$ cat src/rtl/axi2mem_pkg.sv
// Shared types and helpers for the axi2mem TCDM read buffer.
// The tag id field is sized for the widest supported ID; narrower IDs are zero-extended.
package axi2mem_pkg;

  localparam int unsigned AXI2MEM_MAX_ID_WIDTH = 16;

  typedef struct packed {
    logic [AXI2MEM_MAX_ID_WIDTH-1:0] id;
    logic                            last;
  } axi2mem_tag_t;

  function automatic int unsigned axi2mem_cnt_width(input int unsigned max_outstanding);
    return $clog2(max_outstanding + 1);
  endfunction

endpackage

$ cat src/rtl/axi2mem_rd_fifo.sv
// Synchronous FIFO with occupancy count; storage enable models a test-mode clock gate.
module axi2mem_rd_fifo
  import axi2mem_pkg::*;
#(
  parameter int unsigned WIDTH = 8,
  parameter int unsigned DEPTH = 4
) (
  input  logic                                  clk_i,
  input  logic                                  rst_ni,
  input  logic                                  test_en_i,
  input  logic                                  push_i,
  input  logic [WIDTH-1:0]                      data_i,
  input  logic                                  pop_i,
  output logic [WIDTH-1:0]                      data_o,
  output logic                                  full_o,
  output logic                                  empty_o,
  output logic [axi2mem_cnt_width(DEPTH)-1:0]   count_o
);

  localparam int unsigned AW = $clog2(DEPTH);
  localparam int unsigned CW = axi2mem_cnt_width(DEPTH);

  logic [WIDTH-1:0] mem [DEPTH];
  logic [AW-1:0]    wr_ptr, rd_ptr;
  logic [CW-1:0]    cnt;
  logic             clk_en;

  always_ff @(posedge clk_i or negedge rst_ni) begin
    if (!rst_ni) begin
      wr_ptr <= '0;
      rd_ptr <= '0;
      cnt    <= '0;
    end else begin
      if (push_i) wr_ptr <= wr_ptr + 1'b1;
      if (pop_i)  rd_ptr <= rd_ptr + 1'b1;
      case ({push_i, pop_i})
        2'b10:   cnt <= cnt + 1'b1;
        2'b01:   cnt <= cnt - 1'b1;
        default: cnt <= cnt;
      endcase
    end
  end

  // In test mode the gate is forced open, so the addressed entry reloads itself.
  assign clk_en = push_i | test_en_i;

  always_ff @(posedge clk_i) begin
    if (clk_en) mem[wr_ptr] <= push_i ? data_i : mem[wr_ptr];
  end

  assign data_o  = mem[rd_ptr];
  assign full_o  = (cnt == CW'(DEPTH));
  assign empty_o = (cnt == '0);
  assign count_o = cnt;

endmodule

$ cat src/rtl/axi2mem_tcdm_rd_buf.sv
// TCDM read-port adapter: credit-limited issue, in-order tagged responses.
// Define AXI2MEM_RD_BYPASS_EN for a zero-cycle path from TCDM data to the response port.
module axi2mem_tcdm_rd_buf
  import axi2mem_pkg::*;
#(
  parameter int unsigned DATA_WIDTH      = 32,
  parameter int unsigned ADDR_WIDTH      = 32,
  parameter int unsigned ID_WIDTH        = 6,
  parameter int unsigned MAX_OUTSTANDING = 4
) (
  input  logic                                 clk_i,
  input  logic                                 rst_ni,
  input  logic                                 test_en_i,
  input  logic                                 trans_req_i,
  output logic                                 trans_gnt_o,
  input  logic [ADDR_WIDTH-1:0]                trans_add_i,
  input  logic [DATA_WIDTH/8-1:0]              trans_be_i,
  input  logic [ID_WIDTH-1:0]                  trans_id_i,
  input  logic                                 trans_last_i,
  output logic                                 data_req_o,
  input  logic                                 data_gnt_i,
  output logic [DATA_WIDTH-1:0]                data_dat_o,
  output logic [ID_WIDTH-1:0]                  data_id_o,
  output logic                                 data_last_o,
  output logic                                 tcdm_req_o,
  input  logic                                 tcdm_gnt_i,
  output logic [ADDR_WIDTH-1:0]                tcdm_add_o,
  output logic                                 tcdm_we_o,
  output logic [DATA_WIDTH/8-1:0]              tcdm_be_o,
  output logic [DATA_WIDTH-1:0]                tcdm_wdata_o,
  input  logic [DATA_WIDTH-1:0]                tcdm_r_rdata_i,
  input  logic                                 tcdm_r_valid_i,
  output logic [$clog2(MAX_OUTSTANDING+1)-1:0] outstanding_o
);

  localparam int unsigned CW = axi2mem_cnt_width(MAX_OUTSTANDING);

  axi2mem_tag_t        tag_push, tag_head;
  logic                tag_full, tag_empty;
  logic [CW-1:0]       tag_count, data_count;
  logic [DATA_WIDTH-1:0] data_head;
  logic                data_full, data_empty;
  logic                issue, pop, pending, rvalid_ok, data_push, data_pop;

  // The tag FIFO occupancy is exactly the credit count: pushed on issue, popped on response.
  assign tcdm_req_o    = trans_req_i & ~tag_full & rst_ni;
  assign issue         = tcdm_req_o & tcdm_gnt_i;
  assign trans_gnt_o   = issue;
  assign tcdm_add_o    = rst_ni ? trans_add_i : '0;
  assign tcdm_be_o     = tcdm_req_o ? trans_be_i : '0;
  assign tcdm_we_o     = 1'b1;
  assign tcdm_wdata_o  = '0;
  assign outstanding_o = tag_count;

  // Reads issued but not yet returned = tags held minus beats buffered.
  assign pending   = (tag_count != data_count);
  assign rvalid_ok = tcdm_r_valid_i & pending;

  always_comb begin
    tag_push      = '0;
    tag_push.id   = AXI2MEM_MAX_ID_WIDTH'(trans_id_i);
    tag_push.last = trans_last_i;
  end

  always_comb begin
    data_push  = rvalid_ok;
    data_req_o = ~data_empty;
    data_dat_o = data_empty ? '0 : data_head;
`ifdef AXI2MEM_RD_BYPASS_EN
    if (data_empty && rvalid_ok) begin
      data_req_o = 1'b1;
      data_dat_o = tcdm_r_rdata_i;
      data_push  = ~data_gnt_i;
    end
`endif
    pop         = data_req_o & data_gnt_i;
    data_pop    = pop & ~data_empty;
    data_id_o   = data_req_o ? ID_WIDTH'(tag_head.id) : '0;
    data_last_o = data_req_o & tag_head.last;
  end

  axi2mem_rd_fifo #(
    .WIDTH ($bits(axi2mem_tag_t)),
    .DEPTH (MAX_OUTSTANDING)
  ) i_tag_fifo (
    .clk_i     (clk_i),
    .rst_ni    (rst_ni),
    .test_en_i (test_en_i),
    .push_i    (issue),
    .data_i    (tag_push),
    .pop_i     (pop),
    .data_o    (tag_head),
    .full_o    (tag_full),
    .empty_o   (tag_empty),
    .count_o   (tag_count)
  );

  axi2mem_rd_fifo #(
    .WIDTH (DATA_WIDTH),
    .DEPTH (MAX_OUTSTANDING)
  ) i_data_fifo (
    .clk_i     (clk_i),
    .rst_ni    (rst_ni),
    .test_en_i (test_en_i),
    .push_i    (data_push),
    .data_i    (tcdm_r_rdata_i),
    .pop_i     (data_pop),
    .data_o    (data_head),
    .full_o    (data_full),
    .empty_o   (data_empty),
    .count_o   (data_count)
  );

  a_rvalid_pending: assert property (@(posedge clk_i) disable iff (!rst_ni)
    !(tcdm_r_valid_i && !pending)) else $error("TCDM read data with no read pending");
  a_data_no_overflow: assert property (@(posedge clk_i) disable iff (!rst_ni)
    !(data_push && data_full)) else $error("data FIFO overflow");
  a_tag_present: assert property (@(posedge clk_i) disable iff (!rst_ni)
    !(data_req_o && tag_empty)) else $error("response without tag");

endmodule
$ cat config.mk
export PLATFORM = sky130hd
export DESIGN_NAME = axi2mem_tcdm_rd_buf
export DESIGN_NICKNAME = d
export VERILOG_FILES = /design/src/rtl/axi2mem_pkg.sv /design/src/rtl/axi2mem_rd_fifo.sv /design/src/rtl/axi2mem_tcdm_rd_buf.sv
export SDC_FILE = /design/constraint.sdc
export NUM_CORES = 1
export LEC_CHECK = 0
export CAP_MARGIN = 40
export CORE_UTILIZATION = 50
export CTS_BUF_LIST = sky130_fd_sc_hd__clkbuf_16
export DETAILED_ROUTE_END_ITERATION = 8
export GPL_TIMING_DRIVEN = 0
export MAX_ROUTING_LAYER = met4
export PLACE_DENSITY = 0.87
export SETUP_SLACK_MARGIN = 0.1
export SYNTH_ARGS = -nofsm -noshare
export SYNTH_HDL_FRONTEND = slang
export SYNTH_SLANG_ARGS = --single-unit
$ cat constraint.sdc
create_clock -name clk_i -period 6.6 [get_ports clk_i]
set_clock_uncertainty 0.05 [all_clocks]
set_input_delay 1.32 -clock clk_i [delete_from_list [all_inputs] [get_ports clk_i]]
set_output_delay 1.32 -clock clk_i [all_outputs]
set_load 0.02 [all_outputs]
==> summary.md <==
| Metric | Value |
|---|---|
| Status | complete, no violations |
| Die ar. | 15100 um2 |
| Share of layout cells above drive strength 1 | 19.0% |
| Cts bufs inserted | 17 |
| Leakage | roughly 3.6 nW |
| Row cnt | 43 |
| Deepest clock path buffer count | 2 |
| Netlist cell types | 26 |
| Hold Crit Class | reg2reg |
| Max Cap Viol | 0 |
| Top_reg_cell synth | edfxtp_1 |
| # setup viols final | 0 |
| Clock Sinks | 170 |
| Startpoint Class | input port |
| CTS resizes | 0 |
| Syn_area_per_cell | 18.2 um2 |
| Total negative slack | 0 ns |
| Antenna Nets Post-Route | 0 |
| Reg-to-Reg Start | i_data_fifo.count_o[0] |
| Placed Instances | 778 |
| Grt total ovfl | 0 |
| Yosys warnings | 0 |
| First-pass GRT wire length | between 20000 and 25000 um |
| Critical path peak fanout | 10 |
| Total track usage | 21.0% |
| Hold Vio Cnt, Final | 0 |
| Initial antenna violation count | 0 |
| # Post-CTS Setup Buffers | 0 |
| NumNets Final | 711 |
| TritonRoute pass-1 iters | 5 |
| RSZ-0062 raised after global routing | no |
| #FFs+latches synth | 170 |
| Final HPWL DP | 9980 um |
| Commonest cells after routing, fill and taps aside | clkdlybuf4s50_1 (161), edfxtp_1 (156), and2_1 (79) |
| Asr flop ratio synth | 8.24% |
| Hold-fix buffer count after cts | 0 |
| Iteration-0 DRC count of the detailed router | 255 |
| Pins Over Slew Limit | 0 |
| Max VDD drop | ~0.27 mV |
| WP data required | 5.23 ns |
| Critical path type | in2out |
| Sequential area share after synthesis | 69.0% |
| IO Port Bufs | 161 |
| Post-Layout Cell Count | 810 |
| Die X | 123 um |
| GP Congestion | 0.756 |
| Clock Latency Late Sink | between 0.4 and 0.5 ns |
| Mapped cell area | between 7000 and 8000 um2 |
| Area added between synthesis and finish | 36.5% |
| Min Tclk post-route | 4.74 ns |
| Setup crit end kind | primary output |
| H-tree depth | 4 |
| Remaining DRCs | 0 |
| Gate Count Post-Synth | 401 |
| Routed wire per std cell | 17.5 um |
| Overall power | 4.36 mW |
| Initial Util | 52.0% |
| Number of global-route vias before repair | ~4400 |
| Clk pin slew, worst setup/hold paths | approximately 0.060 ns |
| Worst reg2reg path depth | 10 |
| Max Freq | 0.211 GHz |
| Crit Reg-Reg Endpoint | i_tag_fifo.count_o[2] |
| Largest net degree at the start of global routing | 29 |
| Most common cell after layout, fill and taps aside | clkdlybuf4s50_1 |
| Root Buffer | clkbuf_16 |
| PwrDens | 438 nW/um2 |
| Ratio of final minimum period to clock period | around 72% |
| Ports | 196 |
| Die Span Y | 123 um |
| WL final | 14200 um |
| Post-synth EDFFs | 156 |
| N_diodes | 0 |
| Core area | 14000 um2 |
| Crit path arrival time | 3.37 ns |
| Setup slack, reg-to-reg | 4.16 ns |
| CTS tree | done |
| Vias per cell | 4.99 |
| Crit path to | trans_gnt_o |
| Via Count | 4040 |
| Critical Path Start | rst_ni |
[logic make-up after synthesis]
family,count (synthesis),synth area share (%)
buffers and inverters,65,5.90
muxes,43,12.9
DFF,170,69.0
adders and majority gates,12,2.26
other,2,0.103
AOI/OAI and AO/OA,3,0.480
and+or+nand+nor,91,7.59
xor gates and xnor gates,15,1.80
[metrics by stage]
| stage | util, % | hold slack (ns) | setup slack [ns] | area (um2) |
|---|---|---|---|---|
| floorplan | - | 0.425 | 3.06 | 7410 |
| global placement | 65.9 | 0.443 | 1.48 | 9250 |
| detailed placement | 66.6 | 0.448 | 1.87 | 9350 |
| CTS | 71.0 | 0.459 | 1.82 | 9960 |
| global route | 71.0 | 0.503 | 1.74 | 9960 |
| finish | 71.0 | 0.459 | 1.86 | 9960 |
[layer usage]
layer / track usage (%) / wire length, um
met5: - / 0
met4: 7.93 / 227
met3: 4.97 / 816
met2: 36.0 / 7680
met1: 23.9 / 5450
[area by class of cell]
class | instances | area, um2
repair buffers | 166 | 1710
clock inverters | 15 | 186
plain buffers | 51 | 378
clock buffers | 17 | 425
inverters | 14 | 52.6
flip-flops and latches | 170 | 5030
fillers | 892 | 4080
multi-input cells | 197 | 1950
well taps | 180 | 225
[cell usage after synthesis (all sizes together) (3+ instances only)]
| master | number | share of area, % |
|---|---|---|
| and2 | 83 | 7.1 |
| buf | 42 | 4.7 |
| inv | 14 | 0.72 |
| xnor2 | 8 | 0.96 |
| clkbuf | 9 | 0.46 |
| xor2 | 7 | 0.84 |
| mux4 | 39 | 12 |
| dfrtp | 14 | 4.8 |
| edfxtp | 156 | 64 |
| ha | 10 | 1.7 |
| nor2 | 3 | 0.15 |
[critical path, cell delays in order]
cell and delay (ns):
clkdlybuf4s50_1 0.74, nand2_1 0.19, a211oi_4 0.42, clkdlybuf4s50_1 0.70
[how the worst min path moves through the flow]
stage                      startpoint                endpoint  depth (start not counted)
2_1_floorplan  i_data_fifo.count_o[2]  i_data_fifo.count_o[2]                          1
3_3_place_gp   i_data_fifo.count_o[2]  i_data_fifo.count_o[2]                          1
3_5_place_dp   i_data_fifo.count_o[2]  i_data_fifo.count_o[2]                          1
4_1_cts        i_data_fifo.count_o[2]  i_data_fifo.count_o[2]                          1
5_1_grt        i_data_fifo.count_o[2]  i_data_fifo.count_o[2]                          1
6_report       i_data_fifo.count_o[2]  i_data_fifo.count_o[2]                          1
[flip-flops by register name (all words and copies together) (netlist names)]
name and flops:
i_tag_fifo.mem 28, i_data_fifo.wr_ptr 2, i_data_fifo.mem 128, i_tag_fifo.rd_ptr 2
i_data_fifo.count_o 3, i_data_fifo.rd_ptr 2, i_tag_fifo.count_o 3, i_tag_fifo.wr_ptr 2
[power by group]
| part | switching [mW] | leakage, nW | internal, mW |
|---|---|---|---|
| clock network | 0.410 | 0.306 | 0.604 |
| registers | 0.0829 | 1.59 | 1.44 |
| logic | 0.895 | 1.74 | 0.931 |
(Power assumes the default switching activity.)
